--- src/rtl/controle_ula_mc_pkg.sv ---
// Shared ULA definitions: operation codes, aluop/funct encodings and the
// controller state enum. Imported by the decoder, the interfaces and the top.
package pacote_ula;

  // Default operand/result width (also the multiplication iteration count)
  localparam int LARGURA_PADRAO = 32;

  // ULA operation codes
  typedef enum logic [3:0] {
    ULA_AND = 4'b0000,
    ULA_OR  = 4'b0001,
    ULA_ADD = 4'b0010,
    ULA_SUB = 4'b0110,
    ULA_SLT = 4'b0111,
    ULA_NOP = 4'b1111
  } codigo_ula_t;

  // aluop encodings from the main control
  localparam logic [1:0] ALUOP_ADD      = 2'b00;
  localparam logic [1:0] ALUOP_SUB      = 2'b01;
  localparam logic [1:0] ALUOP_FUNCT    = 2'b10;
  localparam logic [1:0] ALUOP_INVALIDO = 2'b11;

  // R-type funct field values
  localparam logic [5:0] FUNCT_ADD  = 6'b100000;
  localparam logic [5:0] FUNCT_SUB  = 6'b100010;
  localparam logic [5:0] FUNCT_AND  = 6'b100100;
  localparam logic [5:0] FUNCT_OR   = 6'b100101;
  localparam logic [5:0] FUNCT_SLT  = 6'b101010;
  localparam logic [5:0] FUNCT_MULT = 6'b011000;

  // Controller states
  typedef enum logic [1:0] {
    OCIOSO = 2'd0,
    EXEC   = 2'd1,
    MULT   = 2'd2,
    FIM    = 2'd3
  } estado_t;

endpackage

--- src/rtl/controle_ula_mc_if.sv ---
// Interfaces of the multi-cycle ULA controller.
//   controle_ula_mc_req_if : request/result side (master = requester).
//   controle_ula_mc_ula_if : ULA side (master = controller, slave = ULA).
interface controle_ula_mc_req_if import pacote_ula::*; #(
  parameter int LARGURA = LARGURA_PADRAO
);
  logic               req_valido;
  logic               req_pronto;
  logic [1:0]         aluop;
  logic [5:0]         funct;
  logic [LARGURA-1:0] opA;
  logic [LARGURA-1:0] opB;
  logic [LARGURA-1:0] resultado;
  logic               zero;
  logic               resultado_valido;

  modport master (
    output req_valido, aluop, funct, opA, opB,
    input  req_pronto, resultado, zero, resultado_valido
  );

  modport slave (
    input  req_valido, aluop, funct, opA, opB,
    output req_pronto, resultado, zero, resultado_valido
  );
endinterface

interface controle_ula_mc_ula_if import pacote_ula::*; #(
  parameter int LARGURA = LARGURA_PADRAO
);
  logic [3:0]         controladorULA;
  logic [LARGURA-1:0] dados1;
  logic [LARGURA-1:0] dados2;
  logic [LARGURA-1:0] saida_ula;
  logic               zero_ula;

  modport master (
    output controladorULA, dados1, dados2,
    input  saida_ula, zero_ula
  );

  modport slave (
    input  controladorULA, dados1, dados2,
    output saida_ula, zero_ula
  );
endinterface

--- src/rtl/controle_ula_mc_decodificador_ula.sv ---
// Combinational (aluop, funct) -> 4-bit ULA code decoder, shared with the
// single-cycle datapath. The eh_mult flag exists only when
// CONTROLE_ULA_MULT_EN is defined; otherwise funct 011000 is unsupported.
module decodificador_ula import pacote_ula::*; (
  input  logic [1:0] aluop,
  input  logic [5:0] funct,
  output logic [3:0] codigo
`ifdef CONTROLE_ULA_MULT_EN
  ,
  output logic       eh_mult
`endif
);

  // Decode operation class and funct field; unknown combinations give NOP
  always_comb begin
    codigo = ULA_NOP;
`ifdef CONTROLE_ULA_MULT_EN
    eh_mult = 1'b0;
`endif
    case (aluop)
      ALUOP_ADD: codigo = ULA_ADD;
      ALUOP_SUB: codigo = ULA_SUB;
      ALUOP_FUNCT: begin
        case (funct)
          FUNCT_ADD: codigo = ULA_ADD;
          FUNCT_SUB: codigo = ULA_SUB;
          FUNCT_AND: codigo = ULA_AND;
          FUNCT_OR:  codigo = ULA_OR;
          FUNCT_SLT: codigo = ULA_SLT;
`ifdef CONTROLE_ULA_MULT_EN
          // The ULA itself has no multiply; the controller sequences it
          FUNCT_MULT: eh_mult = 1'b1;
`endif
          default:   codigo = ULA_NOP;
        endcase
      end
      default: codigo = ULA_NOP;
    endcase
  end

endmodule

--- src/rtl/controle_ula_mc.sv ---
// Multi-cycle ULA controller. Accepts a request over valid/ready, drives the
// shared combinational ULA and registers its result. Optional shift-add
// multiplication is built when CONTROLE_ULA_MULT_EN is defined.
module controle_ula_mc import pacote_ula::*; #(
  parameter int LARGURA = LARGURA_PADRAO
) (
  input  logic                  clock,
  input  logic                  reset,
  controle_ula_mc_req_if.slave  req,
  controle_ula_mc_ula_if.master ula
);

  estado_t            r_estado;
  estado_t            w_estado_next;
  logic [3:0]         r_codigo;
  logic [3:0]         w_codigo;
  // In MULT, r_opA is the multiplicand (shifted left) and r_opB the
  // multiplier (shifted right)
  logic [LARGURA-1:0] r_opA;
  logic [LARGURA-1:0] r_opB;
  logic [LARGURA-1:0] r_resultado;
  logic               r_zero;

`ifdef CONTROLE_ULA_MULT_EN
  localparam int CW = $clog2(LARGURA + 1);
  logic               w_eh_mult;
  logic [LARGURA-1:0] r_acumulador;
  logic [CW-1:0]      r_contador;
`endif

  decodificador_ula u_decodificador (
    .aluop  (req.aluop),
    .funct  (req.funct),
    .codigo (w_codigo)
`ifdef CONTROLE_ULA_MULT_EN
    ,
    .eh_mult(w_eh_mult)
`endif
  );

  assign req.resultado = r_resultado;
  assign req.zero      = r_zero;

  // State register; reset aborts any operation in progress
  always_ff @(posedge clock or posedge reset) begin
    if (reset) r_estado <= OCIOSO;
    else       r_estado <= w_estado_next;
  end

  // Next state and ULA/handshake outputs, decoded from the current state
  always_comb begin
    w_estado_next        = r_estado;
    req.req_pronto       = 1'b0;
    req.resultado_valido = 1'b0;
    ula.controladorULA   = ULA_AND;
    ula.dados1           = '0;
    ula.dados2           = '0;
    case (r_estado)
      OCIOSO: begin
        req.req_pronto = 1'b1;
        if (req.req_valido) begin
`ifdef CONTROLE_ULA_MULT_EN
          w_estado_next = w_eh_mult ? MULT : EXEC;
`else
          w_estado_next = EXEC;
`endif
        end
      end
      EXEC: begin
        ula.controladorULA = r_codigo;
        ula.dados1         = r_opA;
        ula.dados2         = r_opB;
        w_estado_next      = FIM;
      end
`ifdef CONTROLE_ULA_MULT_EN
      MULT: begin
        ula.controladorULA = ULA_ADD;
        ula.dados1         = r_acumulador;
        ula.dados2         = r_opB[0] ? r_opA : '0;
        if (r_contador == CW'(1)) w_estado_next = FIM;
      end
`endif
      FIM: begin
        req.resultado_valido = 1'b1;
        w_estado_next        = OCIOSO;
      end
      default: w_estado_next = OCIOSO;
    endcase
  end

  // Operand latching, result capture and multiplication iteration
  always_ff @(posedge clock or posedge reset) begin
    if (reset) begin
      r_codigo     <= '0;
      r_opA        <= '0;
      r_opB        <= '0;
      r_resultado  <= '0;
      r_zero       <= 1'b0;
`ifdef CONTROLE_ULA_MULT_EN
      r_acumulador <= '0;
      r_contador   <= '0;
`endif
    end else begin
      case (r_estado)
        OCIOSO: begin
          if (req.req_valido) begin
            r_codigo     <= w_codigo;
            r_opA        <= req.opA;
            r_opB        <= req.opB;
`ifdef CONTROLE_ULA_MULT_EN
            r_acumulador <= '0;
            r_contador   <= CW'(LARGURA);
`endif
          end
        end
        EXEC: begin
          r_resultado <= ula.saida_ula;
          r_zero      <= ula.zero_ula;
        end
`ifdef CONTROLE_ULA_MULT_EN
        MULT: begin
          // Fixed LARGURA iterations; overflow beyond LARGURA bits is dropped
          r_acumulador <= ula.saida_ula;
          r_opA        <= r_opA << 1;
          r_opB        <= r_opB >> 1;
          r_contador   <= r_contador - CW'(1);
          if (r_contador == CW'(1)) begin
            r_resultado <= ula.saida_ula;
            r_zero      <= (ula.saida_ula == '0);
          end
        end
`endif
        default: ;
      endcase
    end
  end

endmodule

--- src/flat_wrapper.sv ---
// flat-port wrapper written by rule: the top's interface ports become plain ports
module controle_ula_mc_flat import pacote_ula::*;
#(
  parameter int LARGURA = LARGURA_PADRAO
)
  (clock, reset, req_req_valido, req_aluop, req_funct, req_opA, req_opB, req_req_pronto, req_resultado, req_zero, req_resultado_valido, ula_controladorULA, ula_dados1, ula_dados2, ula_saida_ula, ula_zero_ula);
  controle_ula_mc_req_if #(.LARGURA(LARGURA)) req_i ();
  controle_ula_mc_ula_if #(.LARGURA(LARGURA)) ula_i ();
  input  logic clock;
  input  logic reset;
  input wire logic [$bits(req_i.req_valido)-1:0] req_req_valido;
  input wire logic [$bits(req_i.aluop)-1:0] req_aluop;
  input wire logic [$bits(req_i.funct)-1:0] req_funct;
  input wire logic [$bits(req_i.opA)-1:0] req_opA;
  input wire logic [$bits(req_i.opB)-1:0] req_opB;
  output wire logic [$bits(req_i.req_pronto)-1:0] req_req_pronto;
  output wire logic [$bits(req_i.resultado)-1:0] req_resultado;
  output wire logic [$bits(req_i.zero)-1:0] req_zero;
  output wire logic [$bits(req_i.resultado_valido)-1:0] req_resultado_valido;
  output wire logic [$bits(ula_i.controladorULA)-1:0] ula_controladorULA;
  output wire logic [$bits(ula_i.dados1)-1:0] ula_dados1;
  output wire logic [$bits(ula_i.dados2)-1:0] ula_dados2;
  input wire logic [$bits(ula_i.saida_ula)-1:0] ula_saida_ula;
  input wire logic [$bits(ula_i.zero_ula)-1:0] ula_zero_ula;
  assign req_i.req_valido = req_req_valido;
  assign req_i.aluop = req_aluop;
  assign req_i.funct = req_funct;
  assign req_i.opA = req_opA;
  assign req_i.opB = req_opB;
  assign req_req_pronto = req_i.req_pronto;
  assign req_resultado = req_i.resultado;
  assign req_zero = req_i.zero;
  assign req_resultado_valido = req_i.resultado_valido;
  assign ula_controladorULA = ula_i.controladorULA;
  assign ula_dados1 = ula_i.dados1;
  assign ula_dados2 = ula_i.dados2;
  assign ula_i.saida_ula = ula_saida_ula;
  assign ula_i.zero_ula = ula_zero_ula;
  controle_ula_mc #(.LARGURA(LARGURA)) u_core (.clock(clock), .reset(reset), .req(req_i), .ula(ula_i));
endmodule
--- config.mk ---
export PLATFORM = sky130hd
export DESIGN_NAME = controle_ula_mc_flat
export DESIGN_NICKNAME = d
export VERILOG_FILES = /design/src/rtl/controle_ula_mc_pkg.sv /design/src/rtl/controle_ula_mc_if.sv /design/src/rtl/controle_ula_mc_decodificador_ula.sv /design/src/rtl/controle_ula_mc.sv /design/src/flat_wrapper.sv
export SDC_FILE = /design/constraint.sdc
export NUM_CORES = 1
export LEC_CHECK = 0
export BUFFER_PORTS_ARGS = -buffer_cell sky130_fd_sc_hd__buf_4
export CAP_MARGIN = 20
export CELL_PAD_IN_SITES_DETAIL_PLACEMENT = 0
export CELL_PAD_IN_SITES_GLOBAL_PLACEMENT = 1
export CORE_ASPECT_RATIO = 1.2
export CORE_MARGIN = 1.5
export CORE_UTILIZATION = 36
export DETAILED_ROUTE_END_ITERATION = 6
export GPL_ROUTABILITY_DRIVEN = 0
export GPL_TIMING_DRIVEN = 1
export PLACE_DENSITY_LB_ADDON = 0.05
export SYNTH_ARGS = -nofsm -noshare
export SYNTH_HDL_FRONTEND = slang
export SYNTH_SLANG_ARGS = --single-unit
--- constraint.sdc ---
create_clock -name clock -period 4.7 [get_ports clock]
set_input_delay 0.94 -clock clock [delete_from_list [all_inputs] [get_ports clock]]
set_output_delay 0.94 -clock clock [all_outputs]
set_load 0.02 [all_outputs]
### Word-level counts from Yosys, hierarchy flattened

Cells that the tools add are included.

| word-level totals | value |
|---|---|
| input bits | 108 |
| bits in registers | 103 |
| output and inout port bits | 103 |

| operators by class | value |
|---|---|
| equality and inequality tests | 10 |
| reductions and logical operators | 3 |
| mux-type cells | 9 |

Operator list:

| kind | number |
|---|---|
| 2-to-1 mux 32 bit | 2 |
| equality test 6 bit (second input constant) | 5 |
| one-hot mux 4 bit (5 select lines) | 1 |
| one-hot mux 4 bit (3 select lines) | 1 |
| equality test 2 x 1 -> 1 bit (second input constant) | 2 |
| equality test 2 bit (second input constant) | 2 |
| logical NOT 2 bit | 2 |
| 2-to-1 mux 4 bit | 1 |
| one-hot mux 2 bit (2 select lines) | 1 |
| 2-to-1 mux 1 bit | 2 |
| 2-to-1 mux 2 bit | 1 |
| inequality test 2 bit (second input constant) | 1 |
| AND reduction 2 bit | 1 |

### Logic depth before layout (Yosys ltp)

Gate-level depths: netlist (run 1).

| depth | value |
|---|---|
| depth after elaboration | 3 |
| depth in mapped cells | 5 |
| gate-level depth less buffers | 3 |

### Hierarchy

From an unflattened synthesis (run 1), not the netlist that was laid out.

| unflattened totals | value |
|---|---|
| cells, all modules | 311 |
| area, all modules | 4,372.9 sq um |

By module, submodules not included:

| module | area each (sq um) | cells an instance | times used |
|---|---|---|---|
| controle_ula_mc | 4,290.4 | 297 | 1 |
| decodificador_ula | 82.6 | 14 | 1 |

### Least setup slack after synthesis (run 1)

OpenSTA, ideal clock, no wires.

| timing path | value |
|---|---|
| kind | reg2out |
| start point | reg u_core.r_estado[0] |
| end point | out ula_controladorULA[0] |
| arrival | 1.167 ns |
| cell stages (with the launch flop) | 5 |
| setup slack | 2.593 ns |
| buffers on the path | 2 |
| required time | 3.760 ns |
| cell sequence | dfrtp_1 -> nor2b_2 -> buf_4 -> clkbuf_1 -> and2_1 |

| between the ends | value |
|---|---|
| cells in the longest elaborated chain, start to end | 2 |

RTL lines:

| element | RTL line | source |
|---|---|---|
| from (decl) | controle_ula_mc.sv:13 | `estado_t r_estado;` |
| from (signal assigned) | controle_ula_mc.sv:47 | `else r_estado <= w_estado_next;` |
| equality test 2 x 1 -> 1 bit | controle_ula_mc.sv:58 | `case (r_estado)` |
| 2-to-1 mux 4 bit | controle_ula_mc.sv:58 |  |
| to (decl) | flat_wrapper.sv:20 | `output wire logic [$bits(ula_i.controladorULA)-1:0] ula_controladorULA;` |

Every way passes these cells.

### Worst setup path after layout (run 1)

| timing path | value |
|---|---|
| start point | reg u_core.r_estado[0] |
| end point | out ula_dados2[4] |

| between the ends | value |
|---|---|
| cells in the longest elaborated chain, start to end | 2 |

RTL lines:

| element | RTL line | source |
|---|---|---|
| equality test 2 x 1 -> 1 bit | controle_ula_mc.sv:58 |  |
| 2-to-1 mux 32 bit | controle_ula_mc.sv:58 |  |
| to (decl) | flat_wrapper.sv:22 | `output wire logic [$bits(ula_i.dados2)-1:0] ula_dados2;` |

Every way passes these cells.

==> impl_metrics.env, run 1 <==
export IMPL_status="complete, no violations"
export IMPL_cts_tree="done"
export IMPL_h_tree_depth=3
export IMPL_holdBufCountCts=0
export IMPL_n_antenna_cell=0
export IMPL_min_period_ps=3140
export IMPL_max_cap_viol_count=0
export IMPL_clockBufferDepth=2
export IMPL_grt_start_max_net_pins=73
export IMPL_detail_route_drc_violations=0
export IMPL_powerDensity_mw_per_mm2=728
export IMPL_synth_area_leaders="dfrtp_1 58%, mux2_2 23%, and2_1 9.8%, buf_6 2.0%, mux2_1 1.5%"
export IMPL_overflow=0
export IMPL_vias_per_cell=4.53
export IMPL_drt_pass1_iterations=2
export IMPL_pre_cts_ws_ps=1830
export IMPL_fin_ws_ps=1570
export IMPL_relSlewSlack_pct=32.8
export IMPL_tns_ps=0
export IMPL_crit_type="reg -> out"
export IMPL_syn_to_final_growth_pct=45.6
export IMPL_wl_per_cell_um=14.8
export IMPL_grt_pass1_vias=3275
export IMPL_p_switching_mw=1.67
export IMPL_r2r_start="u_core.r_estado[1]$_DFFE_PP0P_"
export IMPL_setup_viol=0
export IMPL_grt_pass1_wl_mm=16.6
export IMPL_slew_viol_final=0
export IMPL_arrival_ps=2200
export IMPL_power_mw=4.68
export IMPL_cts_sinks=103
export IMPL_power_share_clock_pct=17.0
export IMPL_yosysWarnings=0
export IMPL_die_area_mm2=0.0129
export IMPL_antenna_found_initial=0
export IMPL_wl_mm=10.2
export IMPL_yosys_area_top_type_share_pct=58.4
export IMPL_syn_nets=422
export IMPL_period_share_pct=66.7
export IMPL_clk_pin_slew_ps=60
export IMPL_cts_repair_resized=0
export IMPL_ys_seq_area_share_pct=58.4
export IMPL_numCtsBuffers=9
export IMPL_yosysUniqueCellTypes=24
export IMPL_dieWidth_um=104
export IMPL_vias=3110
export IMPL_fillCellCount=1083
export IMPL_io_buffer_count=210
export IMPL_worst_pin_slew_ps=1010
export IMPL_initial_core_util_pct=36.6
export IMPL_p_int_mw=3.01
export IMPL_ir_drop_mv=0.266
export IMPL_insertion_delay_ps=340
export IMPL_ys_ff_latch=103
export IMPL_synth_avg_cell_area_um2=14.1
export IMPL_syn_instance_count=314
export IMPL_p_sw_share_pct=35.8
export IMPL_ff_latch_area_mm2=0.00258
export IMPL_fmax_mhz=319
export IMPL_multi_input_comb_area_mm2=0.00169
export IMPL_worstHoldStart="u_core.r_opB[17]$_DFFE_PP0P_"
export IMPL_cp_max_fo=38
export IMPL_chipHeight_um=124
export IMPL_cts_root_buf="clkbuf_16"
export IMPL_finalHoldViolations=0
export IMPL_cp_end_kind="output port"
export IMPL_p_leak_nw=3.05
export IMPL_ioPinCount=211
export IMPL_drive_above_1_share_pct=61.7
export IMPL_final_util_pct=53.3
export IMPL_dr_first_iter_drc_count=90
export IMPL_ant_nets=0
export IMPL_rsz0062_at_grt="no"
export IMPL_finalNetCount=628
export IMPL_grtUsageTotal_pct=16.3
export IMPL_cp_start_kind="flip-flop"
export IMPL_syn_area_mm2=0.00442
export IMPL_coreArea_mm2=0.0121
export IMPL_clock_skew_ps=4.14
export IMPL_required_ps=3760
export IMPL_rows=44
export IMPL_combPwrFrac_pct=49.9
export IMPL_holdWs_ps=484
export IMPL_worstSetupStartpoint="u_core.r_estado[0]$_DFFE_PP0P_"
export IMPL_postCtsSetupBuffers=0
export IMPL_yosysTopAreaCell="dfrtp_1"
export IMPL_dp_hpwl_mm=7.33
export IMPL_hold_class="reg -> reg"
export IMPL_pwr_share_seq_pct=33.1
-- cell usage after synthesis --
cell type,count
a31oi_1,1
and2_1,69
buf_2,2
buf_4,3
buf_6,8
clkbuf_1,6
dfrtp_1,103
inv_1,4
mux2_1,6
mux2_2,92
nand2_1,1
nand2b_1,1
nand3_1,1
nor2_1,5
nor2b_1,2
nor2b_2,1
nor3b_2,1
nor4_1,1
nor4bb_1,2
o2111ai_1,1
o221ai_1,1
o22ai_1,1
o32a_1,1
o41ai_1,1
-- layout make-up --
class	count	share of cell area (%)
clock buffer	11	3.78
multi-input combinational	188	26.3
clock inverter	5	1.27
timing repair buffer	214	25.2
inverter	4	0.272
sequential	103	40.1
tap	161	3.13
-- kinds of logic after synthesis --
| kind of cell | share of synthesized area [%] |
|---|---|
| flip-flops | 58.4 |
| multiplexers | 25.0 |
| AND/OR/NAND/NOR | 11.9 |
| buffers and inverters | 3.63 |
| AO/OA/AOI/OAI | 1.11 |
-- critical path, cell delays in order, from the launching register on --
cell and delay [ps]:
dfrtp_1 440, nor2b_4 590, buf_4 460, and2_1 200, buf_4 140
-- per-stage QoR --
step                instance area [um^2]  cells
floorplan                           4420    314
global placement                    6100    670
detailed placement                  6100    670
CTS                                 6430    686
global route                        6430    686
finish                              6430    686
-- path summary, 6_finish.rpt --
| path | end | slack (ps) | cells after the start |
|---|---|---|---|
| hold / removal | u_core.r_opB[17]$_DFFE_PP0P_ | 480 | 1 |
| setup / recovery | ula_dados2[4] | 1570 | 4 |
| min in group asynchronous | u_core.req.resultado[25]$_DFFE_PP0P_ | 790 | 2 |
| max in group asynchronous | u_core.r_opB[4]$_DFFE_PP0P_ | 2920 | 3 |
| hold reg to reg | u_core.r_opB[17]$_DFFE_PP0P_ | 480 | 1 |
| setup reg to reg | u_core.r_codigo[1]$_DFFE_PP0P_ | 2430 | 4 |
-- layer usage --
layer	GRT usage, %	vias up	share of wire [%]
met1	20.2	1506	42
met2	27.0	118	50
li1	-	1475	-
met3	4.19	11	7.0
met5	0	-	0
met4	6.62	0	1.6
-- placed cells by master (no fill, tap or decap) --
cell,Yosys,final
clkinv_4,0,1
inv_4,0,1
nand2b_1,1,1
o41ai_1,1,1
nor4_1,1,1
o22ai_1,1,1
o32a_1,1,1
nor4bb_1,2,2
mux2_2,92,92
inv_1,4,3
nor2_1,5,5
clkinv_2,0,1
clkbuf_16,0,9
buf_12,0,1
and2_1,69,69
o221ai_1,1,1
mux2_1,6,6
a31oi_1,1,1
bufinv_16,0,2
clkbuf_8,0,1
nand3_1,1,1
nor2b_4,0,1
nor2b_1,2,2
nand2_1,1,1
buf_4,3,213
nor3b_4,0,1
clkbuf_1,6,1
clkinvlp_4,0,1
o2111ai_1,1,1
dfrtp_1,103,103
-- registers in the layout, summed over array words and instances, names as in the netlist --
register	cells
u_core.req.zero	1
u_core.r_opB	32
u_core.r_codigo	4
u_core.req.resultado	32
u_core.r_estado	2
u_core.r_opA	32
-- power groups by stage --
stage	sequential, mW	combinational (mW)	clock (mW)
floorplan	1.70	1.34	0
global placement	1.55	2.35	0
CTS	1.56	2.38	0.831
detailed placement	1.58	2.37	0
finish	1.55	2.34	0.797
global route	1.62	2.50	0.868
Power figures use the tool's default switching activity.
==> inputs of run 2 (changes only) <==
--- a/config.mk
+++ b/config.mk
@@ -11,7 +11,7 @@
 export CELL_PAD_IN_SITES_GLOBAL_PLACEMENT = 1
 export CORE_ASPECT_RATIO = 1.2
 export CORE_MARGIN = 1.5
-export CORE_UTILIZATION = 36
+export CORE_UTILIZATION = 32
 export DETAILED_ROUTE_END_ITERATION = 6
 export GPL_ROUTABILITY_DRIVEN = 0
 export GPL_TIMING_DRIVEN = 1
==> constraint.sdc (replaced) <==
create_clock -name clock -period 2.6 [get_ports clock]
set_input_delay 0.52 -clock clock [delete_from_list [all_inputs] [get_ports clock]]
set_output_delay 0.52 -clock clock [all_outputs]
set_load 0.02 [all_outputs]
==> run 2 against run 1 <==
  * First-iteration DRC count down 21%
  * Final cell count up 1.0%
  * Critical path type unchanged
  * Core utilization is 5.2 points lower
  * Sequential power rose by 81%
  * Highest routed layer unchanged
  * Die area rose by 12%
  * Sequential share of layout area is essentially flat
  * Register-to-register slack lost 1500 ps
  * Setup slack worse by 1200 ps
  * Wire length rose by 3.3%
  * Flip-flop and latch count did not move
  * Clock power rose by 63%
==> impl_metrics.env, run 2 (synthesis results as in run 1) <==
export IMPL_wl_mm=10.5
export IMPL_pre_cts_ws_ps=670
export IMPL_p_leak_nw=3.04
export IMPL_ir_drop_mv=0.524
export IMPL_crit_type="reg -> out"
export IMPL_fillCellCount=1257
export IMPL_layout_commonest_cell="buf_4"
export IMPL_final_util_pct=48.1
export IMPL_postCtsSetupBuffers=0
export IMPL_gr_usage_met1_pct=17.2
export IMPL_max_cap_viol_count=0
export IMPL_cp_max_fo=44
export IMPL_finalNetCount=629
export IMPL_wl_per_cell_um=15.2
export IMPL_dr_first_iter_drc_count=71
export IMPL_relSlewSlack_pct=62.9
export IMPL_p_int_mw=5.34
export IMPL_status="complete, no violations"
export IMPL_cp_slowest_cell="dfrtp_1"
export IMPL_drt_pass1_iterations=4
export IMPL_vias=3111
export IMPL_die_area_mm2=0.0145
export IMPL_numCtsBuffers=9
export IMPL_period_share_pct=87.3
export IMPL_use_met2_pct=24.9
export IMPL_cts_sinks=103
export IMPL_cp_start_kind="flip-flop"
export IMPL_grt_start_max_net_pins=104
export IMPL_cts_repair_resized=0
export IMPL_cts_tree="done"
export IMPL_hold_class="in -> async"
export IMPL_powerDensity_mw_per_mm2=1300
export IMPL_ioPinCount=211
export IMPL_arrival_ps=1750
export IMPL_setup_viol=0
export IMPL_ant_nets=0
export IMPL_power_share_clock_pct=15.5
export IMPL_clock_skew_ps=6.60
export IMPL_rsz0062_at_grt="no"
export IMPL_clockBufferDepth=2
export IMPL_final_cell_mix="212 x buf_4, 103 x dfrtp_1, 92 x mux2_2"
export IMPL_grtUsageTotal_pct=14.7
export IMPL_path_cells="nor2b_4 -> buf_4 -> and2_1 -> buf_4"
export IMPL_cpMostUsedCell="buf_4"
export IMPL_pwr_share_seq_pct=33.6
export IMPL_chipHeight_um=132
export IMPL_tns_ps=0
export IMPL_required_ps=2080
export IMPL_busiest_layer="met2"
export IMPL_min_period_ps=2270
export IMPL_worst_pin_slew_ps=556
export IMPL_worst_r2r_cell_count=4
export IMPL_combPwrFrac_pct=50.9
export IMPL_p_switching_mw=3.02
export IMPL_cts_root_buf="clkbuf_16"
export IMPL_slew_viol_final=0
export IMPL_post_dp_cell_area_mm2=0.00615
export IMPL_finalHoldViolations=0
export IMPL_cp_end_kind="output port"
export IMPL_detail_route_drc_violations=0
export IMPL_p_sw_share_pct=36.1
export IMPL_grt_pass1_vias=3246
export IMPL_overflow=0
export IMPL_design_area_mm2=0.00643
export IMPL_syn_to_final_growth_pct=45.6
export IMPL_drive_above_1_share_pct=61.5
export IMPL_io_buffer_count=210
export IMPL_holdBufCountCts=0
export IMPL_rows=46
export IMPL_clk_pin_slew_ps=70
export IMPL_dp_hpwl_mm=7.43
export IMPL_fmax_mhz=441
export IMPL_slowest_delay_ps=440
export IMPL_grt_pass1_wl_mm=16.4
export IMPL_h_tree_depth=3
export IMPL_dieWidth_um=110
export IMPL_vias_per_cell=4.49
export IMPL_antenna_found_initial=0
export IMPL_n_antenna_cell=0
export IMPL_initial_core_util_pct=33.1
export IMPL_use_met3_pct=5.16
export IMPL_coreArea_mm2=0.0134
export IMPL_insertion_delay_ps=340
export IMPL_fin_ws_ps=331
run 2: changes by cell type in the layout (fill, tap and decap cells not counted), sizes merged:
cell / delta
buf: +1
inv: -1
clkinvlp: +1
bufinv: -1
run 2: power groups by stage:
stage / clock [mW] / combinational (mW) / sequential (mW)
6_report: 1.30 / 4.25 / 2.81
5_1_grt: 1.42 / 4.57 / 2.92
4_1_cts: 1.36 / 4.33 / 2.82
3_5_place_dp: 0 / 4.32 / 2.85
3_3_place_gp: 0 / 4.28 / 2.83
2_1_floorplan: 0 / 2.43 / 3.07
run 2: cell type report:
cell class,count,area (um^2),share of cell area (%)
Sequential cell,103,2580,40.1
Multi-Input combinational cell,188,1690,26.3
Timing Repair Buffer,215,1650,25.7
Clock buffer,11,233,3.62
Tap cell,168,210,3.27
Clock inverter,4,47.5,0.740
Inverter,4,18.8,0.292
run 2: final timing paths:
path | slack [ps] | startpoint | to
worst max-delay path | 330 | u_core.r_estado[0]$_DFFE_PP0P_ | ula_dados2[30]
worst min-delay path | 360 | reset | u_core.req.resultado[9]$_DFFE_PP0P_
worst max register to register | 960 | u_core.r_estado[1]$_DFFE_PP0P_ | u_core.r_codigo[1]$_DFFE_PP0P_
worst min register to register | 480 | u_core.r_opB[17]$_DFFE_PP0P_ | u_core.r_opB[17]$_DFFE_PP0P_
max in group asynchronous | 1840 | reset | u_core.r_codigo[3]$_DFFE_PP0P_
min in group clock | 400 | req_opB[23] | u_core.r_opB[23]$_DFFE_PP0P_
run 2: metrics by stage:
stage	hold slack, ps	cells	power, mW
floorplan	449	314	5.49
global placement	460	678	7.11
detailed placement	466	678	7.17
CTS	377	693	8.51
global route	387	693	8.92
finish	360	693	8.36
run 2: metal layers:
layer | up-vias | share of wire, %
met5 | - | 0
met4 | 0 | 0.99
met3 | 8 | 8.6
met2 | 119 | 50
met1 | 1503 | 41
li1 | 1481 | -
run 2: critical path, delay by kind of cell (launching register included):
kind | cells | cell delay (ps)
buffers and inverters | 2 | 540
DFF | 1 | 440
and+or+nand+nor | 2 | 420
==> inputs of run 3 (changes only) <==
--- a/config.mk
+++ b/config.mk
@@ -10,8 +10,8 @@
 export CELL_PAD_IN_SITES_DETAIL_PLACEMENT = 0
 export CELL_PAD_IN_SITES_GLOBAL_PLACEMENT = 1
 export CORE_ASPECT_RATIO = 1.2
-export CORE_MARGIN = 1.5
-export CORE_UTILIZATION = 32
+export CORE_MARGIN = 2
+export CORE_UTILIZATION = 38
 export DETAILED_ROUTE_END_ITERATION = 6
 export GPL_ROUTABILITY_DRIVEN = 0
 export GPL_TIMING_DRIVEN = 1
==> constraint.sdc (replaced) <==
create_clock -name clock -period 2.7 [get_ports clock]
set_input_delay 0.54 -clock clock [delete_from_list [all_inputs] [get_ports clock]]
set_output_delay 0.54 -clock clock [all_outputs]
set_load 0.02 [all_outputs]
==> run 3 against run 2 <==
  * Wire length is 6.5% lower
  * Critical path depth stayed put
  * Total power is 5.0% lower
  * Combinational power is 5.2% lower
  * Via count is 0.19% higher
  * Setup slack better by 99 ps
  * Critical endpoint is now ula_dados1[0]
==> impl_metrics.env, run 3 (synthesis results as in run 1) <==
export IMPL_initial_core_util_pct=38.5
export IMPL_critPathBufInv=2
export IMPL_cp_start_kind="flip-flop"
export IMPL_io_buffer_count=210
export IMPL_power_share_clock_pct=15.1
export IMPL_dp_hpwl_mm=6.95
export IMPL_cts_root_buf="clkbuf_16"
export IMPL_vias_per_cell=4.57
export IMPL_p_switching_mw=2.87
export IMPL_detail_route_drc_violations=0
export IMPL_coreArea_mm2=0.0115
export IMPL_finalNetCount=628
export IMPL_grt_pass1_wl_mm=15.0
export IMPL_p_int_mw=5.07
export IMPL_ioPinCount=211
export IMPL_period_share_pct=84.1
export IMPL_ir_drop_mv=0.527
export IMPL_insertion_delay_ps=330
export IMPL_cts_tree="done"
export IMPL_cts_sinks=103
export IMPL_pwr_share_seq_pct=34.2
export IMPL_wl_mm=9.83
export IMPL_path_cells="nor2b_4 -> buf_4 -> and2_1 -> buf_4"
export IMPL_relSlewSlack_pct=64.3
export IMPL_power_mw=7.94
export IMPL_hold_class="in -> async"
export IMPL_clock_skew_ps=3.64
export IMPL_chipHeight_um=122
export IMPL_vias=3117
export IMPL_p_sw_share_pct=36.1
export IMPL_final_cell_mix="212 x buf_4, 103 x dfrtp_1, 92 x mux2_2"
export IMPL_grtUsageTotal_pct=15.5
export IMPL_dr_first_iter_drc_count=98
export IMPL_grt_pass1_vias=3014
export IMPL_grt_start_max_net_pins=104
export IMPL_postCtsSetupBuffers=0
export IMPL_max_cap_viol_count=0
export IMPL_holdBufCountCts=0
export IMPL_drt_pass1_iterations=4
export IMPL_clockBufferDepth=2
export IMPL_dieWidth_um=102
export IMPL_design_area_mm2=0.00639
export IMPL_clk_pin_slew_ps=60
export IMPL_cp_slowest_cell="dfrtp_1"
export IMPL_min_period_ps=2270
export IMPL_p_leak_nw=3.03
export IMPL_status="complete, no violations"
export IMPL_cp_end_kind="output port"
export IMPL_die_area_mm2=0.0125
export IMPL_cts_repair_resized=0
export IMPL_slowest_delay_ps=430
export IMPL_finalHoldViolations=0
export IMPL_combPwrFrac_pct=50.8
export IMPL_drive_above_1_share_pct=61.5
export IMPL_tns_ps=0
export IMPL_fmax_mhz=441
export IMPL_overflow=0
export IMPL_crit_type="reg -> out"
export IMPL_worst_pin_slew_ps=536
export IMPL_cp_max_fo=53
export IMPL_syn_to_final_growth_pct=44.7
export IMPL_final_util_pct=55.8
export IMPL_wl_per_cell_um=14.4
export IMPL_h_tree_depth=3
export IMPL_numCtsBuffers=9
export IMPL_setup_viol=0
export IMPL_ant_nets=0
export IMPL_cpLargestDelayFamily="buffers and inverters"
export IMPL_rsz0062_at_grt="no"
export IMPL_powerDensity_mw_per_mm2=1240
export IMPL_rows=43
export IMPL_n_antenna_cell=0
export IMPL_antenna_found_initial=0
export IMPL_post_dp_cell_area_mm2=0.00611
export IMPL_cpMostUsedCell="buf_4"
export IMPL_slew_viol_final=0
export IMPL_layout_commonest_cell="buf_4"
export IMPL_required_ps=2160
export IMPL_arrival_ps=1730
-- run 3: stage by stage --
stage          worst slack (ps)  hold slack (ps)  instances
4_1_cts                     370              395        682
3_5_place_dp                736              468        666
3_3_place_gp                760              458        666
2_1_floorplan               928              449        314
6_report                    430              380        682
5_1_grt                     287              414        682
-- run 3: area by class of cell --
| class | instances | area (um^2) |
|---|---|---|
| fill | 1005 | 5070 |
| timing repair buffer | 214 | 1630 |
| multi-input combinational | 188 | 1690 |
| clock inverter | 3 | 17.5 |
| clock buffer | 13 | 260 |
| inverter | 4 | 18.8 |
| sequential | 103 | 2580 |
| tap | 157 | 196 |
-- run 3: power by group through the flow --
stage               registers (mW)  logic (mW)  clock network (mW)
finish                        2.71        4.03                1.20
floorplan                     2.95        2.34                   0
global placement              2.72        4.06                   0
CTS                           2.72        4.11                1.25
global route                  2.82        4.34                1.31
detailed placement            2.75        4.10                   0
-- run 3: worst register-to-register path: cells and delay by family, from the launching register on --
family	cells	cell delay [ps]
DFF	1	460
buffers and inverters	1	350
and+or+nand+nor	2	430
AOI/OAI and AO/OA	1	340
-- run 3: layer usage --
layer,up-vias,wire (um),share of wire [%],track usage (%)
met5,-,0,0,0
met4,0,206,2.1,7.25
met3,15,799,8.1,3.79
met2,122,4840,49,25.2
met1,1504,3980,41,19.5
li1,1476,-,-,-
-- run 3: path summary, 6_finish.rpt --
check                           slack, ps                      startpoint                        endpoint  cells past startpoint
worst max-delay path                  430  u_core.r_estado[0]$_DFFE_PP0P_                   ula_dados1[0]                      4
worst min-delay path                  380                           reset    u_core.r_opA[18]$_DFFE_PP0P_                      3
worst max register to register        990  u_core.r_estado[1]$_DFFE_PP0P_  u_core.r_codigo[1]$_DFFE_PP0P_                      4
worst min register to register        480    u_core.r_opB[23]$_DFFE_PP0P_    u_core.r_opB[23]$_DFFE_PP0P_                      1
max in group asynchronous            1940                           reset    u_core.r_opB[20]$_DFFE_PP0P_                      3
min in group clock                    420                     req_opB[23]    u_core.r_opB[23]$_DFFE_PP0P_                      2
